## config.mk

```make
export PLATFORM = sky130hd
export DESIGN_NAME = jam_perm_search
export DESIGN_NICKNAME = d
export VERILOG_FILES = /design/src/rtl/jam_pkg.sv /design/src/rtl/jam_perm_next.sv /design/src/rtl/jam_perm_search.sv
export SDC_FILE = /design/constraint.sdc
export NUM_CORES = 1
export LEC_CHECK = 0
export CAP_MARGIN = 20
export CORE_MARGIN = 3
export CORE_UTILIZATION = 25
export CTS_BUF_LIST = sky130_fd_sc_hd__clkbuf_16
export DETAILED_ROUTE_END_ITERATION = 10
export PLACE_DENSITY_LB_ADDON = 0.2
export SLEW_MARGIN = 25
export SYNTH_ARGS = -nofsm -noshare
export SYNTH_HDL_FRONTEND = slang
export SYNTH_SLANG_ARGS = --single-unit
export TNS_END_PERCENT = 100
```

## constraint.sdc

```tcl
create_clock -name CLK -period 10.5 [get_ports CLK]
set_input_delay 1.575 -clock CLK [delete_from_list [all_inputs] [get_ports CLK]]
set_output_delay 1.575 -clock CLK [all_outputs]
set_load 0.05 [all_outputs]
```

## src/rtl/jam_pkg.sv

```systemverilog
// Shared types and width helpers for the exhaustive job-assignment search engine.
package jam_pkg;

  typedef enum logic [2:0] {
    IDLE,
    FETCH,
    EVAL,
    PIVOT,
    REV,
    DONE
  } state_t;

  localparam int unsigned DEF_N      = 8;
  localparam int unsigned DEF_COST_W = 7;
  localparam int unsigned DEF_CNT_W  = 16;

  // Wide all-ones seed; truncated to the total-cost width at the point of use.
  localparam logic [63:0] MIN_COST_INIT = '1;

  function automatic int unsigned idx_w(input int unsigned n);
    return $clog2(n);
  endfunction

  function automatic int unsigned sum_w(input int unsigned n, input int unsigned cost_w);
    return cost_w + $clog2(n);
  endfunction

endpackage

```

## src/rtl/jam_perm_next.sv

```systemverilog
// Combinational next-lexicographic-permutation step: pivot search, swap and suffix reversal.
module jam_perm_next
  import jam_pkg::*;
#(
  parameter  int unsigned N  = DEF_N,
  localparam int unsigned JW = idx_w(N)
) (
  input  logic [N-1:0][JW-1:0] p,
  output logic                 found,
  output logic [JW-1:0]        i,
  output logic [JW-1:0]        j,
  output logic [N-1:0][JW-1:0] p_next
);

  logic [N-1:0][JW-1:0] swapped;

  always_comb begin
    found   = 1'b0;
    i       = '0;
    j       = '0;
    swapped = p;
    p_next  = p;
    for (int unsigned k = 0; k < N - 1; k++) begin
      if (p[JW'(k)] < p[JW'(k + 1)]) begin
        found = 1'b1;
        i     = JW'(k);
      end
    end
    for (int unsigned k = 0; k < N; k++) begin
      if (JW'(k) > i && p[JW'(k)] > p[i]) j = JW'(k);
    end
    swapped[i] = p[j];
    swapped[j] = p[i];
    p_next     = swapped;
    // Element k of the suffix after i takes its mirror position N-1-(k-i-1) = N+i-k.
    for (int unsigned k = 0; k < N; k++) begin
      if (JW'(k) > i) p_next[JW'(k)] = swapped[JW'(N + 32'(i) - k)];
    end
  end

endmodule

```

## src/rtl/jam_perm_search.sv

```systemverilog
// Exhaustive N-worker/N-job assignment search over all N! permutations in lexicographic order.
// Optional best-permutation output is enabled with the JAM_BEST_PERM_EN macro.
module jam_perm_search
  import jam_pkg::*;
#(
  parameter  int unsigned N      = DEF_N,
  parameter  int unsigned COST_W = DEF_COST_W,
  parameter  int unsigned CNT_W  = DEF_CNT_W,
  localparam int unsigned JW     = idx_w(N),
  localparam int unsigned SUM_W  = sum_w(N, COST_W)
) (
  input  logic              CLK,
  input  logic              RST_n,
  input  logic              Start,
  output logic              Busy,
  output logic              Req,
  output logic [JW-1:0]     W,
  output logic [JW-1:0]     J,
  input  logic              Cost_vld,
  input  logic [COST_W-1:0] Cost,
  output logic [SUM_W-1:0]  MinCost,
  output logic [CNT_W-1:0]  MatchCount,
  output logic              Valid
`ifdef JAM_BEST_PERM_EN
  ,
  output logic [N*JW-1:0]   BestPerm
`endif
);

  function automatic logic [N-1:0][JW-1:0] identity();
    logic [N-1:0][JW-1:0] r;
    for (int unsigned k = 0; k < N; k++) r[k] = JW'(k);
    return r;
  endfunction

  localparam logic [N-1:0][JW-1:0] IDENT    = identity();
  localparam logic [JW-1:0]        LAST     = JW'(N - 1);
  localparam logic [SUM_W-1:0]     MIN_INIT = SUM_W'(MIN_COST_INIT);

  state_t               state, state_nx;
  logic [JW-1:0]        k;
  logic [SUM_W-1:0]     sum;
  logic [N-1:0][JW-1:0] p;
  logic                 piv_found;
  logic [JW-1:0]        piv_i, piv_j;
  logic [N-1:0][JW-1:0] p_next;
  logic                 unused_piv_idx;

  jam_perm_next #(.N(N)) u_next (
    .p      (p),
    .found  (piv_found),
    .i      (piv_i),
    .j      (piv_j),
    .p_next (p_next)
  );

  assign unused_piv_idx = ^{piv_i, piv_j};

  always_ff @(posedge CLK or negedge RST_n) begin
    if (!RST_n) state <= IDLE;
    else        state <= state_nx;
  end

  always_comb begin
    state_nx = state;
    case (state)
      IDLE:    if (Start) state_nx = FETCH;
      FETCH:   if (Cost_vld && k == LAST) state_nx = EVAL;
      EVAL:    state_nx = PIVOT;
      PIVOT:   state_nx = piv_found ? REV : DONE;
      REV:     state_nx = FETCH;
      DONE:    state_nx = IDLE;
      default: state_nx = IDLE;
    endcase
  end

  // W/J track k and p directly; both are frozen outside FETCH, so the last request index holds.
  always_comb begin
    Busy  = (state != IDLE);
    Req   = (state == FETCH);
    Valid = (state == DONE);
    W     = k;
    J     = p[k];
  end

`ifdef JAM_BEST_PERM_EN
  logic [N-1:0][JW-1:0] best;
  assign BestPerm = best;
`endif

  always_ff @(posedge CLK or negedge RST_n) begin
    if (!RST_n) begin
      k          <= '0;
      sum        <= '0;
      p          <= IDENT;
      MinCost    <= MIN_INIT;
      MatchCount <= '0;
`ifdef JAM_BEST_PERM_EN
      best       <= IDENT;
`endif
    end else begin
      case (state)
        IDLE: begin
          if (Start) begin
            k          <= '0;
            sum        <= '0;
            p          <= IDENT;
            MinCost    <= MIN_INIT;
            MatchCount <= '0;
`ifdef JAM_BEST_PERM_EN
            best       <= IDENT;
`endif
          end
        end
        FETCH: begin
          if (Cost_vld) begin
            sum <= sum + SUM_W'(Cost);
            if (k != LAST) k <= k + 1'b1;
          end
        end
        EVAL: begin
          if (sum < MinCost) begin
            MinCost    <= sum;
            MatchCount <= CNT_W'(1);
`ifdef JAM_BEST_PERM_EN
            best       <= p;
`endif
          end else if (sum == MinCost && MatchCount != '1) begin
            MatchCount <= MatchCount + 1'b1;
          end
          sum <= '0;
        end
        // p stays put through PIVOT so the successor computed from it is still valid here.
        REV: begin
          p <= p_next;
          k <= '0;
        end
        default: ;
      endcase
    end
  end

endmodule

```

==> impl_table.tex <==
\begin{tabular}{lr}
\hline
Metric & Value \\
\hline
\multicolumn{2}{l}{\textbf{Global routing}} \\
\quad Overall track demand over capacity in global routing & about a fifth \\
\quad First-pass GRT wire length & between 40000 and 50000 um \\
\quad Largest net degree at the start of global routing & 67 \\
\quad Antenna violations before repair & 0 \\
\quad Total congestion overflow after global routing & 0 \\
\quad Vias in the first global route & 6983 \\
\multicolumn{2}{l}{\textbf{Clock network}} \\
\quad Clock network latency to the later pin of the worst-skew pair & $\sim$0.34 ns \\
\quad Hold-fix buffer count after cts & 0 \\
\quad CTS tree & done \\
\quad PostCTS Resize Cnt & 0 \\
\quad Post-CTS setup-driven buffer insertion count & 0 \\
\quad Clock tree root driver cell & sky130\_fd\_sc\_hd\_\_clkbuf\_16 \\
\quad Sink Count & 66 \\
\quad Longest Clk Path Bufs & 2 \\
\quad Reg clk slew, reported paths & 0.07 ns \\
\quad TritonCTS buffer count & 9 \\
\quad H-tree depth reported by CTS & 3 \\
\multicolumn{2}{l}{\textbf{Power and ir drop}} \\
\quad Worst-case vdd ir drop & between 0.1 and 0.15 mV \\
\quad Total power & 2.85 mW \\
\quad Leakage power & 3.52 nW \\
\quad PD cells & 348 mW/mm\^{}2 \\
\multicolumn{2}{l}{\textbf{Final layout}} \\
\quad Final cell count without fillers & 1270 \\
\quad Area growth syn-to-layout & 16.1\% \\
\quad Number of inserted diodes & 0 \\
\quad Leading cell types in the layout, fill and taps excluded & sky130\_fd\_sc\_hd\_\_nand2\_1, sky130\_fd\_sc\_hd\_\_nor2\_1, sky130\_fd\_sc\_hd\_\_a21oi\_1, sky130\_fd\_sc\_hd\_\_ha\_1, sky130\_fd\_sc\_hd\_\_inv\_1 \\
\quad Layout cell share with drive strength beyond 1 & 11.1\% \\
\quad Most common cell after layout, fill and taps aside & sky130\_fd\_sc\_hd\_\_nand2\_1 \\
\quad Final-layout fill cell count & between 2000 and 3000 \\
\quad Number of nets in the layout & 961 \\
\multicolumn{2}{l}{\textbf{Route}} \\
\quad Total wirelength of the detailed-routed design & roughly 29000 um \\
\quad DR iter-0 viols & between 800 and 900 \\
\quad Routed length per placed instance & 22.6 um \\
\quad Drt via density & $\sim$5.7 \\
\quad Remaining routing DRC violations & 0 \\
\quad Antenna Nets Post-Route & 0 \\
\quad Total iterations of the first detailed-routing run & 6 \\
\quad Vias & 7271 \\
\multicolumn{2}{l}{\textbf{Floorplanning}} \\
\quad Number of placed I/O pins & 46 \\
\quad Area of the die & between 0.03 and 0.04 mm\^{}2 \\
\quad Horizontal die dimension & between 150 and 200 um \\
\quad Starting Density & 25.8\% \\
\quad CORE AREA & $\sim$0.027 mm\^{}2 \\
\quad Number of placement rows & 60 \\
\quad Floorplan die height & between 150 and 200 um \\
\multicolumn{2}{l}{\textbf{Worst setup path}} \\
\quad Critical path's top delay family & compound AO/OA/AOI/OAI gates \\
\quad Kind of critical path & reg -> reg \\
\quad Crit path max-delay cell type & sky130\_fd\_sc\_hd\_\_dfstp\_2 \\
\quad Slowest cell delay on critical path & around 0.69 ns \\
\quad Largest fanout of any net on the critical path & 31 \\
\quad Kind of capture point of the worst setup path & register \\
\quad Crit path buf inv count & 4 \\
\quad Worst setup SP type & register \\
\quad Most frequent cell on the critical path & sky130\_fd\_sc\_hd\_\_nand2\_1 \\
\quad Arrival time of the worst setup path & a little under 9 ns \\
\quad Worst Path Required & between 10 and 15 ns \\
\multicolumn{2}{l}{\textbf{Timing}} \\
\quad Final number of hold-violating endpoints & 0 \\
\quad Max-Slew Margin vs Limit & roughly 33\% \\
\quad Post-route clock skew & about 0.012 ns \\
\quad Setup\_tns & 0 ns \\
\quad Max Transition Viols Final & 0 \\
\quad Smallest setup slack after layout & 2.02 ns \\
\quad Final critical-path share of the clock period & roughly four fifths \\
\quad Peak clock frequency supported by timing & between 0.1 and 0.15 GHz \\
\quad Final Critical Period & 8.48 ns \\
\quad Setup repair after global routing missed its margin & false \\
\quad Worst-margin pin slew & a little over 1 ns \\
\quad Number of setup violations in the final report & 0 \\
\multicolumn{2}{l}{\textbf{Place}} \\
\quad PortBufs & between 40 and 50 \\
\quad Count of placed standard cells including taps & roughly 1300 \\
\quad Routability-driven placement congestion ratio & 0.984 \\
\quad Sum of net half-perimeters after detailed placement & about 21000 um \\
\quad Worst slack, placed & between 2 and 2.5 ns \\
\multicolumn{2}{l}{\textbf{Logic synthesis}} \\
\quad FFs w/ async S/R, synth & 100\% \\
\quad Mean instance size in the synthesized netlist & approximately 8 um\^{}2 \\
\quad Post-synth design cell area & $\sim$0.007 mm\^{}2 \\
\quad Number of enable flip-flop cells after synthesis & 0 \\
\quad Most used flip-flop cell after synthesis & sky130\_fd\_sc\_hd\_\_dfrtp\_1 \\
\quad Syn nets & roughly 940 \\
\quad Number of cells produced by synthesis & $\sim$900 \\
\quad Seq/Total Area, Yosys & 23.8\% \\
\quad Number of warnings reported in the yosys synthesis log & 0 \\
\quad Post-synthesis cell type count & between 90 and 100 \\
\quad Number of synthesized register bits & 66 \\
\multicolumn{2}{l}{\textbf{Outcome}} \\
\quad Status & finished clean \\
\multicolumn{2}{l}{\textbf{Flow run}} \\
\quad Reported max-cap violation count & 0 \\
\multicolumn{2}{l}{\textbf{Worst hold path}} \\
\quad Kind of path behind the tightest hold check & reg -> reg \\
\hline
\end{tabular}
-- per-stage QoR --
| stage | hold slack (ns) | utilization, % | cell area [um^2] |
|---|---|---|---|
| floorplan | 0.488 | - | 7050 |
| global placement | 0.525 | 28.7 | 7840 |
| detailed placement | 0.534 | 28.7 | 7850 |
| CTS | 0.546 | 30.0 | 8190 |
| global route | 0.568 | 30.0 | 8190 |
| finish | 0.542 | 30.0 | 8190 |
-- state kept, by name, summed over array words and instances (netlist names) --
register,count
sum,10
p,24
W,3
MinCost,10
MatchCount,16
state,3
-- synth_stat cells, types with 22 or more instances --
master,count,area (um^2)
sky130_fd_sc_hd__ha_1,56,701
sky130_fd_sc_hd__mux2i_1,24,240
sky130_fd_sc_hd__dfrtp_1,44,1100
sky130_fd_sc_hd__nand3_1,25,125
sky130_fd_sc_hd__dfstp_2,22,578
sky130_fd_sc_hd__nor3_1,23,115
sky130_fd_sc_hd__nand2_1,94,353
sky130_fd_sc_hd__clkbuf_1,41,154
sky130_fd_sc_hd__a21oi_1,57,285
sky130_fd_sc_hd__nor2_1,68,255
sky130_fd_sc_hd__inv_1,51,191
sky130_fd_sc_hd__o21ai_0,50,250
-- routing by layer --
metal	wire length [um]	up-vias	GRT usage, %
li1	-	3316	-
met1	12600	3525	25.7
met2	12900	354	29.9
met3	2390	76	3.95
met4	898	0	5.73
met5	0	-	0
-- worst reg2reg max path: cells and delay by family (launching register included) --
kind            cells  cell delay [ns]
simple gates        8             2.56
fa+ha+maj           2             0.73
flops               1             0.69
compound gates     11             3.25
buf+inv             4             1.14
-- layout make-up --
cell class	instances	area (um^2)	area share, %
flip-flops and latches	66	1680	20.5
well taps	372	465	5.68
clock buffers	9	225	2.75
clock inverters	7	116	1.42
repair buffers	55	520	6.36
multi-input cells	709	4990	60.9
inverters	52	195	2.38
-- kinds of logic after synthesis --
family          share of synthesized area (%)
mux                                      7.82
fa+ha+maj                                10.2
simple gates                             19.8
compound gates                           30.1
xor+xnor                                 2.48
flops                                    23.8
buf+inv                                  5.71
-- power by group --
part	switching [mW]	internal (mW)
combinational	1.38	0.691
clock	0.130	0.232
sequential	0.0974	0.314
total	1.61	1.24
-- path summary, 6_finish.rpt --
path / from / end / slack [ns] / cells after the start
worst max-delay path: p[20]$_DFFE_PN1P_ / p[18]$_DFFE_PN0P_ / 2.02 / 25
worst min-delay path: sum[0]$_DFFE_PN0P_ / MinCost[0]$_DFFE_PN1P_ / 0.54 / 1
worst max register to register: p[20]$_DFFE_PN1P_ / p[18]$_DFFE_PN0P_ / 2.02 / 25
worst min register to register: sum[0]$_DFFE_PN0P_ / MinCost[0]$_DFFE_PN1P_ / 0.54 / 1
max in group asynchronous: RST_n / MatchCount[1]$_DFFE_PN0P_ / 8.45 / 2
min in group asynchronous: RST_n / sum[1]$_DFFE_PN0P_ / 1.46 / 2
(Power assumes the default switching activity.)
